--- src/rtl/regf_wb_ctrl_if.sv ---
// Writeback-controller bus: ALU result, load result handshake, issue
// notifications, scoreboard queries and the register-file write port.
interface regf_wb_ctrl_if #(
  parameter int LD_DEPTH = 2
);
  localparam int CW = $clog2(LD_DEPTH) + 1;

  logic        alu_valid;
  logic [4:0]  alu_rd;
  logic [31:0] alu_data;
  logic        ld_valid;
  logic        ld_ready;
  logic [4:0]  ld_rd;
  logic [31:0] ld_data;
  logic        iss_valid;
  logic [4:0]  iss_rd;
  logic [4:0]  qa;
  logic [4:0]  qb;
  logic        busy_a;
  logic        busy_b;
  logic        regwn;
  logic [4:0]  addrd;
  logic [31:0] datad;
  logic [CW-1:0] ld_count;

  // Pipeline side that produces results and queries the scoreboard
  modport master (
    output alu_valid, alu_rd, alu_data,
    output ld_valid, ld_rd, ld_data,
    output iss_valid, iss_rd, qa, qb,
    input  ld_ready, busy_a, busy_b, regwn, addrd, datad, ld_count
  );

  // Writeback controller side
  modport slave (
    input  alu_valid, alu_rd, alu_data,
    input  ld_valid, ld_rd, ld_data,
    input  iss_valid, iss_rd, qa, qb,
    output ld_ready, busy_a, busy_b, regwn, addrd, datad, ld_count
  );
endinterface

--- src/rtl/regf_wb_ctrl.sv ---
// Register-file writeback controller: merges the ALU and load result
// streams onto the single write port (ALU has priority, losing loads are
// buffered in order) and keeps the per-register busy scoreboard.
module regf_wb_ctrl #(
  parameter int LD_DEPTH = 2
) (
  input logic           clk,
  input logic           rst,
  regf_wb_ctrl_if.slave bus
);
  localparam int AW = $clog2(LD_DEPTH);
  localparam int CW = AW + 1;

  // Load-result buffer storage and bookkeeping
  logic [4:0]    r_fifo_rd   [LD_DEPTH];
  logic [31:0]   r_fifo_data [LD_DEPTH];
  logic [AW-1:0] r_wptr;
  logic [AW-1:0] r_rptr;
  logic [CW-1:0] r_count;

  // Registered write port
  logic          r_regwn;
  logic [4:0]    r_addrd;
  logic [31:0]   r_datad;

  // Scoreboard; bit 0 is never set so x0 always reads as free
  logic [31:0]   r_busy;
  logic [31:0]   w_busy_next;

  logic w_full;
  logic w_empty;
  logic w_ld_ready;
  logic w_push;
  logic w_alu_win;
  logic w_pop;

  assign w_full     = (r_count == CW'(LD_DEPTH));
  assign w_empty    = (r_count == '0);
  // Ready ignores a same-cycle pop so the handshake never depends on arbitration
  assign w_ld_ready = !w_full && !rst;
  // x0 loads complete the handshake but are never stored
  assign w_push     = bus.ld_valid && w_ld_ready && (bus.ld_rd != 5'd0);
  // x0 ALU results are dropped and leave the port to the load buffer
  assign w_alu_win  = bus.alu_valid && (bus.alu_rd != 5'd0);
  assign w_pop      = !w_alu_win && !w_empty;

  // Buffer storage is written only on push; contents need no reset
  always_ff @(posedge clk) begin
    if (w_push) begin
      r_fifo_rd[r_wptr]   <= bus.ld_rd;
      r_fifo_data[r_wptr] <= bus.ld_data;
    end
  end

  // Buffer pointers and occupancy; power-of-two depth lets pointers wrap naturally
  always_ff @(posedge clk) begin
    if (rst) begin
      r_wptr  <= '0;
      r_rptr  <= '0;
      r_count <= '0;
    end else begin
      if (w_push) r_wptr <= r_wptr + AW'(1);
      if (w_pop)  r_rptr <= r_rptr + AW'(1);
      r_count <= r_count + CW'(w_push) - CW'(w_pop);
    end
  end

  // Write-port arbitration: ALU first, then buffer head, else idle holding addr/data
  always_ff @(posedge clk) begin
    if (rst) begin
      r_regwn <= 1'b0;
      r_addrd <= 5'd0;
      r_datad <= 32'd0;
    end else if (w_alu_win) begin
      r_regwn <= 1'b1;
      r_addrd <= bus.alu_rd;
      r_datad <= bus.alu_data;
    end else if (w_pop) begin
      r_regwn <= 1'b1;
      r_addrd <= r_fifo_rd[r_rptr];
      r_datad <= r_fifo_data[r_rptr];
    end else begin
      r_regwn <= 1'b0;
    end
  end

  // Per-register next busy state: an issue set overrides a same-edge writeback clear
  assign w_busy_next[0] = 1'b0;
  for (genvar gi = 1; gi < 32; gi++) begin : g_busy
    assign w_busy_next[gi] = (bus.iss_valid && (bus.iss_rd == 5'(gi))) ||
                             (r_busy[gi] && !(r_regwn && (r_addrd == 5'(gi))));
  end

  // Scoreboard register
  always_ff @(posedge clk) begin
    if (rst) r_busy <= '0;
    else     r_busy <= w_busy_next;
  end

  assign bus.ld_ready = w_ld_ready;
  assign bus.ld_count = r_count;
  assign bus.regwn    = r_regwn;
  assign bus.addrd    = r_addrd;
  assign bus.datad    = r_datad;
  assign bus.busy_a   = r_busy[bus.qa];
  assign bus.busy_b   = r_busy[bus.qb];
endmodule

--- src/flat_wrapper.sv ---
// flat-port wrapper written by rule: the top's interface ports become plain ports
module regf_wb_ctrl_flat 
#(
  parameter int LD_DEPTH = 2
)
  (clk, rst, bus_alu_valid, bus_alu_rd, bus_alu_data, bus_ld_valid, bus_ld_rd, bus_ld_data, bus_iss_valid, bus_iss_rd, bus_qa, bus_qb, bus_ld_ready, bus_busy_a, bus_busy_b, bus_regwn, bus_addrd, bus_datad, bus_ld_count);
  regf_wb_ctrl_if #(.LD_DEPTH(LD_DEPTH)) bus_i ();
  input logic clk;
  input logic rst;
  input wire logic [$bits(bus_i.alu_valid)-1:0] bus_alu_valid;
  input wire logic [$bits(bus_i.alu_rd)-1:0] bus_alu_rd;
  input wire logic [$bits(bus_i.alu_data)-1:0] bus_alu_data;
  input wire logic [$bits(bus_i.ld_valid)-1:0] bus_ld_valid;
  input wire logic [$bits(bus_i.ld_rd)-1:0] bus_ld_rd;
  input wire logic [$bits(bus_i.ld_data)-1:0] bus_ld_data;
  input wire logic [$bits(bus_i.iss_valid)-1:0] bus_iss_valid;
  input wire logic [$bits(bus_i.iss_rd)-1:0] bus_iss_rd;
  input wire logic [$bits(bus_i.qa)-1:0] bus_qa;
  input wire logic [$bits(bus_i.qb)-1:0] bus_qb;
  output wire logic [$bits(bus_i.ld_ready)-1:0] bus_ld_ready;
  output wire logic [$bits(bus_i.busy_a)-1:0] bus_busy_a;
  output wire logic [$bits(bus_i.busy_b)-1:0] bus_busy_b;
  output wire logic [$bits(bus_i.regwn)-1:0] bus_regwn;
  output wire logic [$bits(bus_i.addrd)-1:0] bus_addrd;
  output wire logic [$bits(bus_i.datad)-1:0] bus_datad;
  output wire logic [$bits(bus_i.ld_count)-1:0] bus_ld_count;
  assign bus_i.alu_valid = bus_alu_valid;
  assign bus_i.alu_rd = bus_alu_rd;
  assign bus_i.alu_data = bus_alu_data;
  assign bus_i.ld_valid = bus_ld_valid;
  assign bus_i.ld_rd = bus_ld_rd;
  assign bus_i.ld_data = bus_ld_data;
  assign bus_i.iss_valid = bus_iss_valid;
  assign bus_i.iss_rd = bus_iss_rd;
  assign bus_i.qa = bus_qa;
  assign bus_i.qb = bus_qb;
  assign bus_ld_ready = bus_i.ld_ready;
  assign bus_busy_a = bus_i.busy_a;
  assign bus_busy_b = bus_i.busy_b;
  assign bus_regwn = bus_i.regwn;
  assign bus_addrd = bus_i.addrd;
  assign bus_datad = bus_i.datad;
  assign bus_ld_count = bus_i.ld_count;
  regf_wb_ctrl #(.LD_DEPTH(LD_DEPTH)) u_core (.clk(clk), .rst(rst), .bus(bus_i));
endmodule
--- config.mk ---
export PLATFORM = sky130hd
export DESIGN_NAME = regf_wb_ctrl_flat
export DESIGN_NICKNAME = d
export VERILOG_FILES = /design/src/rtl/regf_wb_ctrl_if.sv /design/src/rtl/regf_wb_ctrl.sv /design/src/flat_wrapper.sv
export SDC_FILE = /design/constraint.sdc
export NUM_CORES = 1
export LEC_CHECK = 0
export BUFFER_PORTS_ARGS = -buffer_cell sky130_fd_sc_hd__buf_2
export CAP_MARGIN = 0
export CORE_MARGIN = 3
export CORE_UTILIZATION = 45
export CTS_BUF_LIST = sky130_fd_sc_hd__clkbuf_4 sky130_fd_sc_hd__clkbuf_8
export DETAILED_ROUTE_END_ITERATION = 10
export PLACE_DENSITY = 0.74
export SYNTH_ARGS = -nofsm -noshare
export SYNTH_HDL_FRONTEND = slang
export SYNTH_SLANG_ARGS = --single-unit
--- constraint.sdc ---
create_clock -name clk -period 7.8 [get_ports clk]
set_clock_uncertainty 0.1 [all_clocks]
set_input_delay 1.95 -clock clk [delete_from_list [all_inputs] [get_ports clk]]
set_output_delay 1.95 -clock clk [all_outputs]
set_load 0.05 [all_outputs]
# Word-level counts from Yosys, hierarchy flattened

Memories as Yosys holds them, arrays and structs flattened. A register that Yosys moved wholly into a read port is not among the register bits.
Cells that the tools add are included.
Widths: inputs -> output; s select.

Register bits after elaboration: 74
Latch bits: 0
Memory bits (writable): 74
Memory bits (read-only): 0
Bits of input ports: 94
Output and inout port bits: 43
Word-level logic and storage cells: 263
Memories kept: 2

$add $sub $neg: 4
$mul: 0
Div/mod/pow operators: 0
Magnitude comparators: 2
Equal/unequal tests: 63
Shift-type cells: 0
Muxes and demuxes: 16
Bitwise operators: 0
Reductions and logical operators: 168

Memories:

| memory             | depth | bits a word | rd ports | clocked after Yosys merged registers in | wr ports | RTL line           | source |
|---|---|---|---|---|---|---|---|
| u_core.r_fifo_data | 2     | 32          | 1        | 1                                       | 1        | regf_wb_ctrl.sv:16 | `logic [31:0] r_fifo_data [LD_DEPTH];` |
| u_core.r_fifo_rd   | 2     | 5           | 1        | 1                                       | 1        | regf_wb_ctrl.sv:15 | `logic [4:0] r_fifo_rd [LD_DEPTH];` |

Operator list:

| kind                | number |
|---|---|
| $eq 5x5->1 const B  | 32 |
| $logic_and 1x1->1   | 98 |
| $eq 5x4->1 const B  | 16 |
| $mux 32             | 2 |
| $eq 5x3->1 const B  | 8 |
| $logic_not 1->1     | 35 |
| $logic_or 1x1->1    | 31 |
| $eq 5x2->1 const B  | 4 |
| $lt 5x6->1 const B  | 2 |
| $bmux 1 s5          | 2 |
| $eq 5x1->1 const B  | 2 |
| $mux 1              | 10 |
| $mux 5              | 2 |
| $reduce_bool 5->1   | 2 |
| $add 1x1->1 const B | 2 |
| $add 2x1->2         | 1 |
| $eq 2x2->1 const B  | 1 |
| $logic_not 2->1     | 1 |
| $reduce_bool 2->1   | 1 |
| $sub 2x1->2         | 1 |

# Depth between registers and ports, before layout

Depth after elaboration: 7
Depth in mapped cells: 11
Mapped depth without buffers: 9

# Worst setup path after synthesis

OpenSTA, ideal clock, no wires.

Path type: input to output
Start: input port bus_qb[0]
End: output port bus_busy_b
Data arrival time: 3488 ps
Required time: 5750 ps
Setup slack: 2262 ps
Cell stages on the path: 5
Buffers on the path: 1
Cell sequence: clkbuf_1 -> mux4_2 -> nand2b_1 -> o211ai_1 -> nand4_1

Cells in the longest elaborated chain, start to end: 2

Ends and longest elaborated chain:

| item                         | RTL line            | source |
|---|---|---|
| start: declaration           | flat_wrapper.sv:19  | `input wire logic [$bits(bus_i.qb)-1:0] bus_qb;` |
| $bmux 1 s5                   | regf_wb_ctrl.sv:106 | `assign bus.busy_b = r_busy[bus.qb];` |
| $mux 1 (not written as such) | regf_wb_ctrl.sv:106 |  |
| end: declaration             | flat_wrapper.sv:22  | `output wire logic [$bits(bus_i.busy_b)-1:0] bus_busy_b;` |

No other way between the ends. The select of a mux whose other input is x is not followed.

# Final worst setup path

Start: input port bus_qa[0]
End: output port bus_busy_a

Cells in the longest elaborated chain, start to end: 2

Ends and longest elaborated chain:

| item                         | RTL line            | source |
|---|---|---|
| start: declaration           | flat_wrapper.sv:18  | `input wire logic [$bits(bus_i.qa)-1:0] bus_qa;` |
| $bmux 1 s5                   | regf_wb_ctrl.sv:105 | `assign bus.busy_a = r_busy[bus.qa];` |
| $mux 1 (not written as such) | regf_wb_ctrl.sv:105 |  |
| end: declaration             | flat_wrapper.sv:21  | `output wire logic [$bits(bus_i.busy_a)-1:0] bus_busy_a;` |

No other way between the ends. The select of a mux whose other input is x is not followed.

==> results.py <==
metrics = {
    "status": {
        "outcome": "finished, final reports clean",
    },
    "global_route": {
        "gr_util_all_layers_pct": 19.95,
        "first_pass_grt_wire_length_um": 24970,
        "grt_start_max_net_pins": 76,
        "antenna_found_initial": 2,
        "globalRoute.totalOverflow": 0,
        "via_count_of_the_first_global_routing_pass": 4882,
    },
    "logic_synthesis": {
        "unique_cell_type_count_in_the_yosys_netlist": 39,
        "synth_area_um2": 6349,
        "synth.yosys.warnings": 0,
        "synth.top_cells.by_count": "sky130_fd_sc_hd__nand2_1 (112), sky130_fd_sc_hd__a21oi_1 (78), sky130_fd_sc_hd__dfxtp_1 (74), sky130_fd_sc_hd__edfxtp_1 (74), sky130_fd_sc_hd__mux2i_1 (54)",
        "dominantRegCellSynth": "sky130_fd_sc_hd__edfxtp_1",
        "post_synth_inst_count": 596,
        "synth_top_cell_area_share_pct": 35.00,
        "syn-num-nets": 692,
        "synth_edf_count": 74,
        "ranking_of_synthesized_cells_by_area": "sky130_fd_sc_hd__edfxtp_1 (35%), sky130_fd_sc_hd__dfxtp_1 (23%), sky130_fd_sc_hd__mux2i_1 (8.5%)",
        "synth-async-reset-ratio_pct": 0,
        "syn_area_cell_um2": 10.65,
        "synth_top_cell_by_area": "sky130_fd_sc_hd__edfxtp_1",
        "yosys.cell_count.top_type": "sky130_fd_sc_hd__nand2_1",
        "synth.yosys.seq_area_share_pct": 58.34,
        "ys_seq_elements": 148,
    },
    "critical_path": {
        "worstPathCellList": "buf_2 -> mux4_2 -> mux2_2 -> nand3b_1 -> nand4_1 -> buf_2",
        "worst_path_required_ns": 5.75,
        "worst_path_max_delay_cell": "sky130_fd_sc_hd__mux4_2",
        "startpoint_of_the_lowest_slack_register_to_register_path": "u_core.bus.ld_count[0]",
        "crit_end": "bus_busy_a",
        "timing.rr.end": "u_core.r_fifo_data[1][0]",
        "critPathArrivalTime_ns": 3.32,
        "timing.critical_path.from": "bus_qa[0]",
        "worst_setup_path_start_kind": "primary input",
        "timing.critical_path.fanout_max": 7,
        "setup.worst_path.class": "in2out",
        "cpMostUsedCell": "sky130_fd_sc_hd__buf_2",
        "critPathMaxStageDelay_ns": 0.53,
        "timing.critical_path.to_type": "primary output",
        "reg2regPathDepth": 4,
        "worst-r2r-setup-slack_ns": 5.55,
    },
    "detailed_routing": {
        "wire_per_inst_um": 17.24,
        "antenna_left": 0,
        "met2WireLength_um": 7650,
        "firstDrtPassIters": 5,
        "drt_iter0_drc": 355,
        "top_layer": "met5",
        "route.final.wire_length_um": 15620,
        "viasPerCell": 5.487,
        "met1Wirelength_um": 6400,
        "met3WireLength_um": 1177,
        "total_number_of_vias": 4971,
        "drt_drc_violations_left": 0,
    },
    "timing": {
        "grt_setup_unrepaired": "no",
        "final.setup.tns_ns": 0,
        "worst_slew_margin_relative_to_its_limit_pct": 27.88,
        "timing.final.crit_share_pct": 68.81,
        "timing.final.hold_violations": 0,
        "clock.fmax_mhz": 186.3,
        "slew_violations": 0,
        "period_needed_ns": 5.367,
        "worstMarginPinSlew_ns": 1.078,
        "postLayoutSetupSlackWorst_ns": 2.433,
        "timing.final.setup_violations": 0,
    },
    "placed_design": {
        "detailedPlacementHpwl_um": 10780,
        "port_buffers": 136,
        "final_estimated_routing_congestion_in_global_placement": 0.9218,
        "post-place-ws_ns": 2.418,
    },
    "floorplanning": {
        "chipWidth_um": 124.8,
        "fp.dieH_um": 124.8,
        "io_pins": 137,
        "initial_core_util_pct": 47.01,
        "core_area_um2": 13510,
        "die_outline_area_um2": 15570,
        "fp-row-count": 42,
    },
    "clocking": {
        "clock_insertion_delay_worst_skew_ns": 0.45,
        "cts.clk_slew.worst_paths_ns": 0.08,
        "cts-buffers-inserted": 17,
        "cts_max_path_buffers": 2,
        "clockRootBuffer": "sky130_fd_sc_hd__clkbuf_8",
        "clock_tree_from_tritoncts": "yes",
        "cts_resized": 0,
        "count_of_hold_fix_buffers_inserted_at_cts": 0,
        "htree_levels": 4,
        "cts.sink_count": 148,
        "postCtsSetupBuffers": 0,
    },
    "min_path": {
        "hp-class": "reg2reg",
    },
    "pwr": {
        "power.density_nw_per_um2": 285.7,
        "worst_ir_drop_vdd_uv": 202.2,
        "p_leak_nw": 2.844,
    },
    "cells_and_area": {
        "postLayoutCoreUtil_pct": 55.96,
        "area_delta_synth_final_pct": 19.04,
        "antennaDiodeCount": 0,
        "layout-drive-gt1-share_pct": 25.89,
        "nets_finish": 813,
        "fillCellCount": 1171,
    },
    "flow_run": {
        "max_cap_violations": 0,
    },
}
flip-flops by register name, indices dropped and copies added, names as in the netlist, named ones only:
| register | count |
|---|---|
| u_core.r_fifo_data | 64 |
| u_core.bus.datad | 32 |
| u_core.r_busy | 31 |
| u_core.r_fifo_rd | 10 |
| u_core.bus.addrd | 5 |
| u_core.bus.ld_count | 2 |
| u_core.bus.regwn | 1 |
| u_core.r_rptr | 1 |
| u_core.r_wptr | 1 |
layout by cell type, fill, tap and decap left out, drive strengths merged, types with 3 or more instances in the layout:
master    n
buf     141
nand2   112
a21oi    78
edfxtp   74
dfxtp    74
mux2i    54
o211ai   38
o21ai    33
clkbuf   18
nor2     16
nand2b   11
nand3    10
nor2b     9
clkinv    8
inv       6
mux4      6
nand4     4
a22oi     4
bufinv    4
nor3      3
nand3b    3
or2       3
critical path, delay by kind of cell:
| kind | cells | cell delay [ns] |
|---|---|---|
| buffers and inverters | 2 | 0.40 |
| multiplexers | 2 | 0.80 |
| AND/OR/NAND/NOR | 2 | 0.16 |
power by group:
| part | internal, mW | leakage, nW | switching [mW] |
|---|---|---|---|
| Sequential | 0.895 | 1.28 | 0.0491 |
| Combinational | 0.174 | 1.34 | 0.404 |
| Clock | 0.350 | 0.216 | 0.286 |
| Total | 1.42 | 2.84 | 0.739 |
worst min-delay path by stage:
stage	from	to	slack [ns]	depth (start not counted)
floorplan	u_core.r_busy[18]	u_core.r_busy[18]	0.36	2
global placement	u_core.r_rptr	flip-flop	0.39	2
detailed placement	u_core.r_busy[6]	u_core.r_busy[6]	0.39	2
CTS	u_core.r_busy[6]	u_core.r_busy[6]	0.41	2
global route	u_core.r_busy[24]	u_core.r_busy[24]	0.44	2
finish	u_core.r_busy[6]	u_core.r_busy[6]	0.41	2
layer usage:
layer | global-route usage [%] | vias to the layer above
met4 | 6.963 | 4
li1 | - | 2413
met2 | 32.57 | 180
met3 | 6.647 | 39
met1 | 24.81 | 2335
met5 | 0 | -
cell families (layout without fill, tap and decap cells):
group                      after synthesis  after routing  share of synthesized area (%)
muxes                                   62             62                          11.00
buffers and inverters                   45            179                          3.055
adders and majority gates                2              2                         0.3941
xor gates and xnor gates                 2              2                         0.2760
AOI/OAI and AO/OA                      158            158                          14.37
and+or+nand+nor                        179            179                          12.57
DFF                                    148            148                          58.34
cell type report:
type | instances | area, um2 | share of cell area [%]
clock buffer | 18 | 241.5 | 3.195
clock inverter | 14 | 186.4 | 2.467
inverter | 6 | 22.52 | 0.2980
multi-input combinational | 403 | 2464 | 32.60
sequential | 148 | 3705 | 49.02
tap | 176 | 220.2 | 2.914
timing repair buffer | 141 | 718.2 | 9.503
metrics by stage:
stage               instances  hold WS [ns]  cell area (um2)  power, mW
global route              906        0.4444             7557      2.258
CTS                       906        0.4051             7557      2.172
floorplan                 596        0.3603             6349      1.392
finish                    906        0.4060             7557      2.159
global placement          874        0.3930             7129      1.527
detailed placement        874        0.3937             7129      1.539
Power figures use the tool's default switching activity.
